===== src/rtl/serial_adder_ctrl_pkg.sv =====
// Shared encodings for the bit-serial add/subtract path.
// Op codes and controller state codes.
package serial_adder_ctrl_pkg;

  localparam logic ALU_OP_ADD = 1'b0;
  localparam logic ALU_OP_SUB = 1'b1;

  localparam logic [1:0] S_IDLE = 2'd0;
  localparam logic [1:0] S_RUN  = 2'd1;
  localparam logic [1:0] S_DONE = 2'd2;

endpackage


===== src/rtl/serial_adder_ctrl_fulladder.sv =====
// One-bit full adder shared by the serial datapath.
// Purely combinational.
module fulladder (
  output logic s,
  output logic cout,
  input  logic a,
  input  logic b,
  input  logic cin
);

  // sum and carry of one bit position
  always_comb begin
    s    = a ^ b ^ cin;
    cout = (a & b) | (a & cin) | (b & cin);
  end

endmodule


===== src/rtl/serial_adder_ctrl.sv =====
// Bit-serial add/subtract controller, one bit per cycle.
// Result, carry and overflow registered until next completion.
module serial_adder_ctrl
  import serial_adder_ctrl_pkg::*;
#(
  parameter int WIDTH = 8
) (
  input  logic             clk,
  input  logic             rst_n,
  input  logic             start,
  input  logic             op,
  input  logic [WIDTH-1:0] a,
  input  logic [WIDTH-1:0] b,
  output logic             busy,
  output logic             done,
  output logic [WIDTH-1:0] result,
  output logic             cout,
  output logic             overflow
);

  localparam int CW = $clog2(WIDTH + 1);
  localparam logic [CW-1:0] LAST = CW'(WIDTH - 1);

  logic [1:0]       state_q, state_d;
  logic [CW-1:0]    cnt_q, cnt_d;
  logic [WIDTH-1:0] sa_q, sa_d;
  logic [WIDTH-1:0] sb_q, sb_d;
  logic [WIDTH-1:0] sr_q, sr_d;
  logic             carry_q, carry_d;
  logic [WIDTH-1:0] result_q, result_d;
  logic             cout_q, cout_d;
  logic             ovf_q, ovf_d;

  logic             fa_s;
  logic             fa_co;
  logic [WIDTH-1:0] sr_shift;

  fulladder u_fa (
    .s    (fa_s),
    .cout (fa_co),
    .a    (sa_q[0]),
    .b    (sb_q[0]),
    .cin  (carry_q)
  );

  // sum bit enters at the MSB as the register shifts right
  always_comb begin
    sr_shift = sr_q >> 1;
    sr_shift[WIDTH-1] = fa_s;
  end

  // sequencing; the unused state code behaves like IDLE
  always_comb begin
    state_d  = state_q;
    cnt_d    = cnt_q;
    sa_d     = sa_q;
    sb_d     = sb_q;
    sr_d     = sr_q;
    carry_d  = carry_q;
    result_d = result_q;
    cout_d   = cout_q;
    ovf_d    = ovf_q;
    case (state_q)
      S_RUN: begin
        sr_d    = sr_shift;
        carry_d = fa_co;
        sa_d    = sa_q >> 1;
        sb_d    = sb_q >> 1;
        cnt_d   = cnt_q + CW'(1);
        if (cnt_q == LAST) begin
          state_d  = S_DONE;
          result_d = sr_shift;
          cout_d   = fa_co;
          ovf_d    = carry_q ^ fa_co;
        end
      end
      S_DONE: begin
        state_d = S_IDLE;
      end
      default: begin
        if (start) begin
          state_d = S_RUN;
          sa_d    = a;
          sb_d    = (op == ALU_OP_SUB) ? ~b : b;
          carry_d = (op == ALU_OP_SUB);
          cnt_d   = '0;
        end
      end
    endcase
  end

  // state and datapath registers
  always_ff @(posedge clk or negedge rst_n) begin
    if (!rst_n) begin
      state_q  <= S_IDLE;
      cnt_q    <= '0;
      sa_q     <= '0;
      sb_q     <= '0;
      sr_q     <= '0;
      carry_q  <= 1'b0;
      result_q <= '0;
      cout_q   <= 1'b0;
      ovf_q    <= 1'b0;
    end else begin
      state_q  <= state_d;
      cnt_q    <= cnt_d;
      sa_q     <= sa_d;
      sb_q     <= sb_d;
      sr_q     <= sr_d;
      carry_q  <= carry_d;
      result_q <= result_d;
      cout_q   <= cout_d;
      ovf_q    <= ovf_d;
    end
  end

  assign busy     = (state_q == S_RUN);
  assign done     = (state_q == S_DONE);
  assign result   = result_q;
  assign cout     = cout_q;
  assign overflow = ovf_q;

endmodule


===== config.mk =====
export PLATFORM = sky130hd
export DESIGN_NAME = serial_adder_ctrl
export DESIGN_NICKNAME = d
export VERILOG_FILES = /design/src/rtl/serial_adder_ctrl_pkg.sv /design/src/rtl/serial_adder_ctrl_fulladder.sv /design/src/rtl/serial_adder_ctrl.sv
export SDC_FILE = /design/constraint.sdc
export NUM_CORES = 1
export LEC_CHECK = 0
export ABC_AREA = 1
export CORE_MARGIN = 8
export CORE_UTILIZATION = 30
export CTS_CLUSTER_DIAMETER = 120
export DETAILED_ROUTE_END_ITERATION = 7
export GPL_ROUTABILITY_DRIVEN = 0
export PLACE_DENSITY = 0.6
export SETUP_SLACK_MARGIN = 0.05
export SLEW_MARGIN = 30
export SYNTH_ARGS = -nofsm -noshare
export SYNTH_HDL_FRONTEND = slang
export SYNTH_SLANG_ARGS = --single-unit

===== constraint.sdc =====
create_clock -name clk -period 2.9 [get_ports clk]
set_clock_uncertainty 0.15 [all_clocks]
set_input_delay 0.29 -clock clk [delete_from_list [all_inputs] [get_ports clk]]
set_output_delay 0.29 -clock clk [all_outputs]
set_load 0.1 [all_outputs]

==> flow_metrics.py, run 1 <==
metrics = {
    "outcome": {
        "status": "complete, no violations",
    },
    "clocking": {
        "numCtsBuffers": 5,
        "cts_setup_buffers": 0,
        "cts_num_sinks": 40,
        "cts_max_path_buffers": 2,
        "root_buffer": "clkbuf_8",
        "cts_resized": 0,
        "worstSkewPairLatency_ns": 0.29,
        "cts.clk_slew.worst_paths_ns": 0.07,
        "htree_levels": 2,
        "cts_tree": "built",
        "cts-hold-fix-buffers": 0,
    },
    "logic_synthesis": {
        "yosysWarningCount": 0,
        "synth_seq_cells": 40,
        "netlist_area_um2": 2010,
        "syn_avg_cell_area_um2": 8.60,
        "syn_nets": 259,
        "yosys-top-cells-area": "dfrtp_1 (50%), nand2_1 (15%), nand3_1 (5.0%)",
        "async_flop_share_pct": 100,
        "synthMostInstantiatedCell": "nand2_1",
        "synth_commonest_cells": "nand2_1 (83), dfrtp_1 (40), inv_1 (21)",
        "synth-main-ff-cell": "dfrtp_1",
        "synth_top_cell_by_area": "dfrtp_1",
        "synthDistinctLibCells": 26,
        "ys_seq_area_share_pct": 49.7,
        "synth_top_area_share_pct": 49.7,
        "synth_cells": 234,
        "synth_edf_count": 0,
    },
    "placed_design": {
        "dp.cells": 337,
        "port_buffers": 31,
        "hpwl_mm": 2.76,
        "placed_cell_area_um2": 2320,
        "dp_worst_setup_slack_ns": 0.999,
    },
    "setup_path": {
        "endpoint_kind": "primary output",
        "worstSetupPathType": "reg2out",
        "r2r.worst_path.cells": 7,
        "crit_path_start": "state_q[1]",
        "rr_startpoint": "state_q[1]",
        "cp-start-kind": "flip-flop",
        "crit_required_ns": 2.46,
        "cp_max_fo": 9,
        "rrSetupSlack_ns": 1.00,
        "cp.arrival_ns": 1.63,
        "r2r-end": "sb_q[2]",
        "cp-endpoint": "busy",
    },
    "route": {
        "drt_pass1_iterations": 4,
        "antenna_left": 0,
        "drtIter0Drc": 68,
        "drc": 0,
        "via_count": 1523,
        "drt-total-wl_mm": 3.93,
        "vias_per_cell": 4.40,
        "wl_per_cell_um": 11.4,
    },
    "cells_and_area": {
        "n_fill_cell": 701,
        "nets": 290,
        "multi_input_area_um2": 837,
        "fin_area_um2": 2440,
        "seqCellArea_um2": 1000,
        "final_util_pct": 36.8,
        "area_delta_synth_final_pct": 21.4,
        "drive_gt1_share_pct": 16.2,
        "diodes": 0,
        "instances_no_fill": 346,
    },
    "floorplanning": {
        "dieHeight_um": 97.9,
        "start_util_pct": 30.3,
        "ios": 32,
        "die_x_um": 97.9,
        "rows": 30,
        "core_area_um2": 6640,
        "dieArea_um2": 9590,
    },
    "sta": {
        "rsz0062_at_grt": "false",
        "finalMaxSlewViolations": 0,
        "layout_min_cycle_time_ns": 2.07,
        "worst_slew_margin_rel_pct": 66.2,
        "fmax_mhz": 482,
        "tns_ns": 0,
        "fin_ws_ns": 0.826,
        "hold_viol_final": 0,
        "tightest_slew_ns": 0.507,
        "min_period_over_period_pct": 71.5,
        "final-setup-viol-count": 0,
    },
    "power_and_ir_drop": {
        "irDropWorstVdd_v": 0.000273,
        "power.density_nw_per_um2": 989,
        "power.leakage_nw": 1.19,
    },
    "global_route": {
        "grt_pass1_wl_mm": 6.85,
        "antenna_found_initial": 0,
        "grt_start_max_net_pins": 41,
        "grt_pass1_vias": 1510,
        "grt_usage_pct": 8.61,
        "gr-total-overflow": 0,
    },
    "hold_path": {
        "min_path_type": "reg2reg",
    },
    "job": {
        "drv.max_cap_violation_count": 0,
    },
}
where the power goes:
part           internal, W  switching [W]
clock             0.000255       0.000195
combinational     0.000346       0.000736
sequential        0.000766       0.000118
sequential cells by signal, summed over array words and instances, names as in the netlist:
| signal | cells |
|---|---|
| result | 8 |
| sa_q | 8 |
| sb_q | 8 |
| sr_q | 7 |
| cnt_q | 4 |
| state_q | 2 |
| carry_q | 1 |
| cout | 1 |
| overflow | 1 |
placed cells by master, fill, tap and decap left out, types with 5 or more instances in the layout:
master           instances
buf_4                   15
nand3_1                 20
o21ai_2                 11
inv_1                   21
nand2_1                 83
nor2_1                   5
clkdlybuf4s50_1         18
dfrtp_1                 40
o21ai_0                 16
a21boi_0                 7
clkbuf_8                 5
kinds of logic (layout without fill, tap and decap cells):
family	after synthesis	after routing	share of synthesized area (%)
AO/OA/AOI/OAI	37	37	12.2
XOR/XNOR	1	1	0.435
adder cells (fa/ha/maj)	5	5	3.48
buffers and inverters	33	65	8.70
flip-flops	40	40	49.7
AND/OR/NAND/NOR	118	118	25.4
critical path, cell delays in order (launching register included):
cell	delay, ns
dfrtp_1	0.41
inv_1	0.09
ha_1	0.35
buf_4	0.21
buf_4	0.29
final cells by class:
| class | instances | area share [%] |
|---|---|---|
| timing repair buffer | 34 | 12.4 |
| sequential | 40 | 41.0 |
| clock buffer | 5 | 2.82 |
| multi-input combinational | 161 | 34.3 |
| tap | 80 | 4.10 |
| clock inverter | 3 | 1.74 |
| inverter | 23 | 3.74 |
layer usage:
metal	up-vias	part of all wire [%]	GRT usage, %
met2	30	44	13.1
li1	799	-	-
met5	-	0	0
met4	0	0.46	2.16
met1	692	49	11.1
met3	2	6.6	3.41
through the flow:
step	hold slack, ns	total power, W
after detailed placement	0.312	0.00199
after CTS	0.00553	0.00245
after global placement	0.307	0.00197
after floorplan	-0.156	0.00178
after global routing	0.351	0.00261
final	0.330	0.00242
how the worst min path moves through the flow:
| stage | start | end | slack (ns) | cells past startpoint |
|---|---|---|---|---|
| after global placement | sb_q[2] | sb_q[2] | 0.31 | 2 |
| after CTS | rst_n | result[1] | 0.006 | 1 |
| final | sb_q[2] | sb_q[2] | 0.33 | 2 |
| after detailed placement | sb_q[1] | sb_q[1] | 0.31 | 2 |
| after floorplan | rst_n | carry_q | -0.16 | 0 |
| after global routing | sb_q[2] | sb_q[2] | 0.35 | 2 |
(Power assumes the default switching activity.)
==> inputs of run 2 (changes only) <==
==> constraint.sdc (replaced) <==
create_clock -name clk -period 1.95 [get_ports clk]
set_clock_uncertainty 0.15 [all_clocks]
set_input_delay 0.195 -clock clk [delete_from_list [all_inputs] [get_ports clk]]
set_output_delay 0.195 -clock clk [all_outputs]
set_load 0.1 [all_outputs]
==> run 2 against run 1 <==
Effect of this change: clock power rose by 50%; utilization rose by 0.87 points; flip-flop and latch count did not move; largest power group unchanged; highest routed layer unchanged.
==> flow_metrics.py, run 2 (synthesized netlist as in run 1, its figures left out) <==
metrics = {
    "cells_and_area": {
        "diodes": 0,
        "nets": 294,
        "mostFrequentLayoutCell": "nand2_1",
        "seqCellArea_um2": 1000,
        "area_delta_synth_final_pct": 24.2,
        "fin_area_um2": 2500,
        "multi_input_area_um2": 842,
        "drive_gt1_share_pct": 18.1,
        "layout_common_cells": "nand2_1 (83), dfrtp_1 (40), inv_1 (21)",
        "n_fill_cell": 695,
    },
    "sta": {
        "tightest_slew_ns": 0.485,
        "rsz0062_at_grt": "false",
        "min_period_over_period_pct": 90.5,
        "finalMaxSlewViolations": 0,
        "final-setup-viol-count": 0,
        "layout_min_cycle_time_ns": 1.76,
        "fmax_mhz": 567,
        "tns_ns": 0,
        "hold_viol_final": 0,
        "worst_slew_margin_rel_pct": 67.6,
    },
    "hold_path": {
        "min_path_type": "in2async",
    },
    "floorplanning": {
        "core_area_um2": 6640,
        "rows": 30,
        "dieArea_um2": 9590,
        "start_util_pct": 30.3,
        "die_x_um": 97.9,
        "dieHeight_um": 97.9,
        "ios": 32,
    },
    "route": {
        "wl_per_cell_um": 11.6,
        "drt_pass1_iterations": 4,
        "drc": 0,
        "drt-total-wl_mm": 4.07,
        "antenna_left": 0,
        "drtIter0Drc": 53,
        "vias_per_cell": 4.36,
        "via_count": 1526,
    },
    "setup_path": {
        "cp-start-kind": "flip-flop",
        "endpoint_kind": "primary output",
        "worstSetupPathType": "reg2out",
        "r2r.worst_path.cells": 7,
        "cp_max_fo": 11,
        "rrSetupSlack_ns": 0.36,
        "cp.arrival_ns": 1.42,
        "crit_required_ns": 1.60,
        "rr_startpoint": "state_q[1]",
        "r2r-end": "sa_q[2]",
    },
    "placed_design": {
        "port_buffers": 31,
        "hpwl_mm": 2.83,
        "placed_cell_area_um2": 2380,
    },
    "global_route": {
        "antenna_found_initial": 0,
        "grt_pass1_vias": 1603,
        "grt_pass1_wl_mm": 7.47,
        "grt_usage_pct": 9.41,
        "grt_start_max_net_pins": 26,
        "gr-total-overflow": 0,
    },
    "clocking": {
        "numCtsBuffers": 5,
        "cts_num_sinks": 40,
        "cts_max_path_buffers": 2,
        "cts_resized": 0,
        "cts_tree": "built",
        "cts-hold-fix-buffers": 1,
        "root_buffer": "clkbuf_8",
        "cts_setup_buffers": 0,
        "cts.clk_slew.worst_paths_ns": 0.08,
        "htree_levels": 2,
        "worstSkewPairLatency_ns": 0.29,
    },
    "power_and_ir_drop": {
        "irDropWorstVdd_v": 0.000350,
        "power.leakage_nw": 1.21,
        "power.density_nw_per_um2": 1460,
    },
    "outcome": {
        "status": "complete, no violations",
    },
    "job": {
        "drv.max_cap_violation_count": 0,
    },
}
-- run 2: cell types whose count changed in the layout (fill, tap and decap cells not counted), sizes merged --
| cell | before | now |
|---|---|---|
| buf | 15 | 19 |
-- run 2: worst max path at each step --
stage | from | end | depth (start not counted)
2_1_floorplan | state_q[1] | sb_q[3] | 7
3_3_place_gp | start | sa_q[0] | 6
3_5_place_dp | start | sa_q[1] | 6
4_1_cts | state_q[1] | busy | 4
5_1_grt | state_q[1] | busy | 4
6_report | state_q[1] | busy | 4
-- run 2: worst max-delay path, cell delays in order (launching register included) --
cell,delay (ns)
dfrtp_1,0.40
inv_1,0.09
ha_2,0.22
buf_4,0.22
buf_12,0.19
-- run 2: final cells by class --
type                    instances  area share, %
clock inverters                 3           1.70
well taps                      80           4.00
inverters                      23           3.65
repair buffers                 38           14.2
flip-flops and latches         40           40.0
multi-input cells             161           33.7
clock buffers                   5           2.75
-- run 2: per-stage QoR --
| step | utilization (%) | setup WS, ns | total power, W | instances | hold WS, ns |
|---|---|---|---|---|---|
| global route | 37.6 | 0.101 | 0.00397 | 350 | 0.289 |
| CTS | 37.6 | 0.170 | 0.00371 | 350 | 0.249 |
| floorplan | - | 0.0988 | 0.00266 | 234 | -0.251 |
| detailed placement | 35.8 | 0.342 | 0.00301 | 341 | 0.0435 |
| global placement | 35.8 | 0.345 | 0.00298 | 341 | 0.0463 |
| finish | 37.6 | 0.185 | 0.00365 | 350 | 0.242 |
-- run 2: power by group --
part,switching [W],leakage [nW],internal [W]
sequential,0.000177,0.517,0.00114
clock,0.000298,0.0541,0.000379
combinational,0.00110,0.642,0.000553
total,0.00158,1.21,0.00207
-- run 2: layer usage --
| metal | GRT usage [%] | up-vias | share of wire (%) | routed length (um) |
|---|---|---|---|---|
| li1 | - | 803 | - | - |
| met1 | 11.8 | 694 | 49 | 1980 |
| met2 | 14.4 | 27 | 44 | 1800 |
| met3 | 3.34 | 2 | 6.6 | 270 |
| met4 | 3.60 | 0 | 0.52 | 21 |
| met5 | 0 | - | 0 | 0 |
==> inputs of run 3 (changes only) <==
--- a/config.mk
+++ b/config.mk
@@ -6,12 +6,13 @@
 export NUM_CORES = 1
 export LEC_CHECK = 0
 export ABC_AREA = 1
-export CORE_MARGIN = 8
+export CORE_MARGIN = 2
 export CORE_UTILIZATION = 30
 export CTS_CLUSTER_DIAMETER = 120
 export DETAILED_ROUTE_END_ITERATION = 7
 export GPL_ROUTABILITY_DRIVEN = 0
 export PLACE_DENSITY = 0.6
+export RECOVER_POWER = 50
 export SETUP_SLACK_MARGIN = 0.05
 export SLEW_MARGIN = 30
 export SYNTH_ARGS = -nofsm -noshare
==> run 3 against run 2 <==
Effect of this change: clock power is 2% lower; non-clock buffer count is 1 lower; critical path depth stayed put; die area is 23% lower; highest routed layer unchanged.
==> flow_metrics.py, run 3 (synthesized netlist as in run 1, its figures left out) <==
metrics = {
    "outcome": {
        "status": "complete, no violations",
    },
    "global_route": {
        "grt_start_max_net_pins": 41,
        "gr-total-overflow": 0,
        "antenna_found_initial": 0,
        "grt_pass1_vias": 1403,
        "grt_usage_pct": 10.8,
        "grt_pass1_wl_mm": 6.44,
    },
    "clocking": {
        "cts_resized": 0,
        "cts.clk_slew.worst_paths_ns": 0.08,
        "numCtsBuffers": 5,
        "cts_num_sinks": 40,
        "cts_setup_buffers": 0,
        "root_buffer": "clkbuf_8",
        "cts_max_path_buffers": 2,
        "htree_levels": 2,
        "worstSkewPairLatency_ns": 0.28,
        "cts_tree": "built",
    },
    "hold_path": {
        "min_path_type": "reg2reg",
    },
    "route": {
        "drc": 0,
        "drt_pass1_iterations": 4,
        "drt-total-wl_mm": 3.64,
        "drtIter0Drc": 57,
        "wl_per_cell_um": 10.5,
        "vias_per_cell": 4.34,
        "via_count": 1503,
        "antenna_left": 0,
    },
    "sta": {
        "hold_viol_final": 0,
        "fmax_mhz": 574,
        "tightest_slew_ns": 0.981,
        "layout_min_cycle_time_ns": 1.74,
        "tns_ns": 0,
        "worst_slew_margin_rel_pct": 34.6,
        "final-setup-viol-count": 0,
        "min_period_over_period_pct": 89.3,
        "finalMaxSlewViolations": 0,
        "rsz0062_at_grt": "false",
    },
    "setup_path": {
        "cp-endpoint": "busy",
        "endpoint_kind": "primary output",
        "r2r-end": "cnt_q[2]",
        "crit_path_start": "state_q[1]",
        "cp_max_fo": 12,
        "r2r.worst_path.cells": 7,
        "crit_required_ns": 1.60,
        "rr_startpoint": "state_q[1]",
        "rrSetupSlack_ns": 0.34,
        "cp-start-kind": "flip-flop",
        "worstSetupPathType": "reg2out",
        "cp.arrival_ns": 1.40,
    },
    "floorplanning": {
        "core_area_um2": 6420,
        "rows": 29,
        "die_x_um": 85.9,
        "ios": 32,
        "dieArea_um2": 7380,
        "start_util_pct": 31.3,
        "dieHeight_um": 85.9,
    },
    "cells_and_area": {
        "n_fill_cell": 660,
        "layout_common_cells": "nand2_1 (83), dfrtp_1 (40), inv_1 (21)",
        "mostFrequentLayoutCell": "nand2_1",
        "drive_gt1_share_pct": 17.8,
        "area_delta_synth_final_pct": 22.8,
        "nets": 293,
        "diodes": 0,
        "final_util_pct": 38.5,
    },
    "power_and_ir_drop": {
        "irDropWorstVdd_v": 0.000452,
        "power.density_nw_per_um2": 1460,
        "power.leakage_nw": 1.20,
        "total_power_w": 0.00361,
    },
    "placed_design": {
        "port_buffers": 31,
        "hpwl_mm": 2.46,
    },
    "job": {
        "drv.max_cap_violation_count": 0,
    },
}
## run 3: cell count changes in the layout (fill, tap and decap cells not counted), sizes merged
cell	change
clkbuf	+7
buf	-8
## run 3: timing repair
item / CTS / global route
hold buffers: 1 / 0
endpoints found under the hold margin: 40 / 0
setup endpoints to repair: 0 / 0
## run 3: worst min path at each step
stage	slack, ns	cells past startpoint	to	startpoint
2_1_floorplan	-0.25	0	carry_q	rst_n
3_3_place_gp	0.14	2	result[0]	rst_n
3_5_place_dp	0.14	2	result[0]	rst_n
4_1_cts	0.32	3	sa_q[7]	a[7]
5_1_grt	0.34	3	sa_q[7]	a[7]
6_report	0.33	2	sb_q[3]	sb_q[3]
## run 3: critical path: stages (launching register included)
cell     delay, ns
dfrtp_1       0.41
inv_1         0.09
ha_2          0.21
buf_4         0.21
buf_12        0.19
## run 3: power by group
| group | leakage [nW] | total, W | switching [W] | internal (W) |
|---|---|---|---|---|
| Sequential | 0.517 | 0.00132 | 0.000176 | 0.00114 |
| Clock | 0.0541 | 0.000664 | 0.000286 | 0.000379 |
| Combinational | 0.632 | 0.00163 | 0.00109 | 0.000537 |
## run 3: metrics by stage
stage               worst slack [ns]  hold WS (ns)  cells  area, um2
global route                   0.139         0.340    346       2470
global placement               0.344         0.145    337       2370
CTS                            0.192         0.322    346       2490
detailed placement             0.327         0.144    337       2370
floorplan                     0.0988        -0.251    234       2020
finish                         0.209         0.329    346       2470
## run 3: routing by layer
metal | vias to the layer above | share of wire (%) | global-route usage (%)
li1 | 807 | - | -
met1 | 660 | 53 | 15.5
met2 | 34 | 41 | 15.5
met3 | 2 | 5.2 | 3.27
met4 | 0 | 0.41 | 3.03
met5 | - | 0 | 0
## run 3: area by class of cell
type                    instances  area (um2)  area share, %
clock buffers                   5        68.8           2.78
clock inverters                 3        42.5           1.72
inverters                      23        91.3           3.69
multi-input cells             161         842           34.1
flip-flops and latches         40        1000           40.5
well taps                      77        96.3           3.90
repair buffers                 37         330           13.4
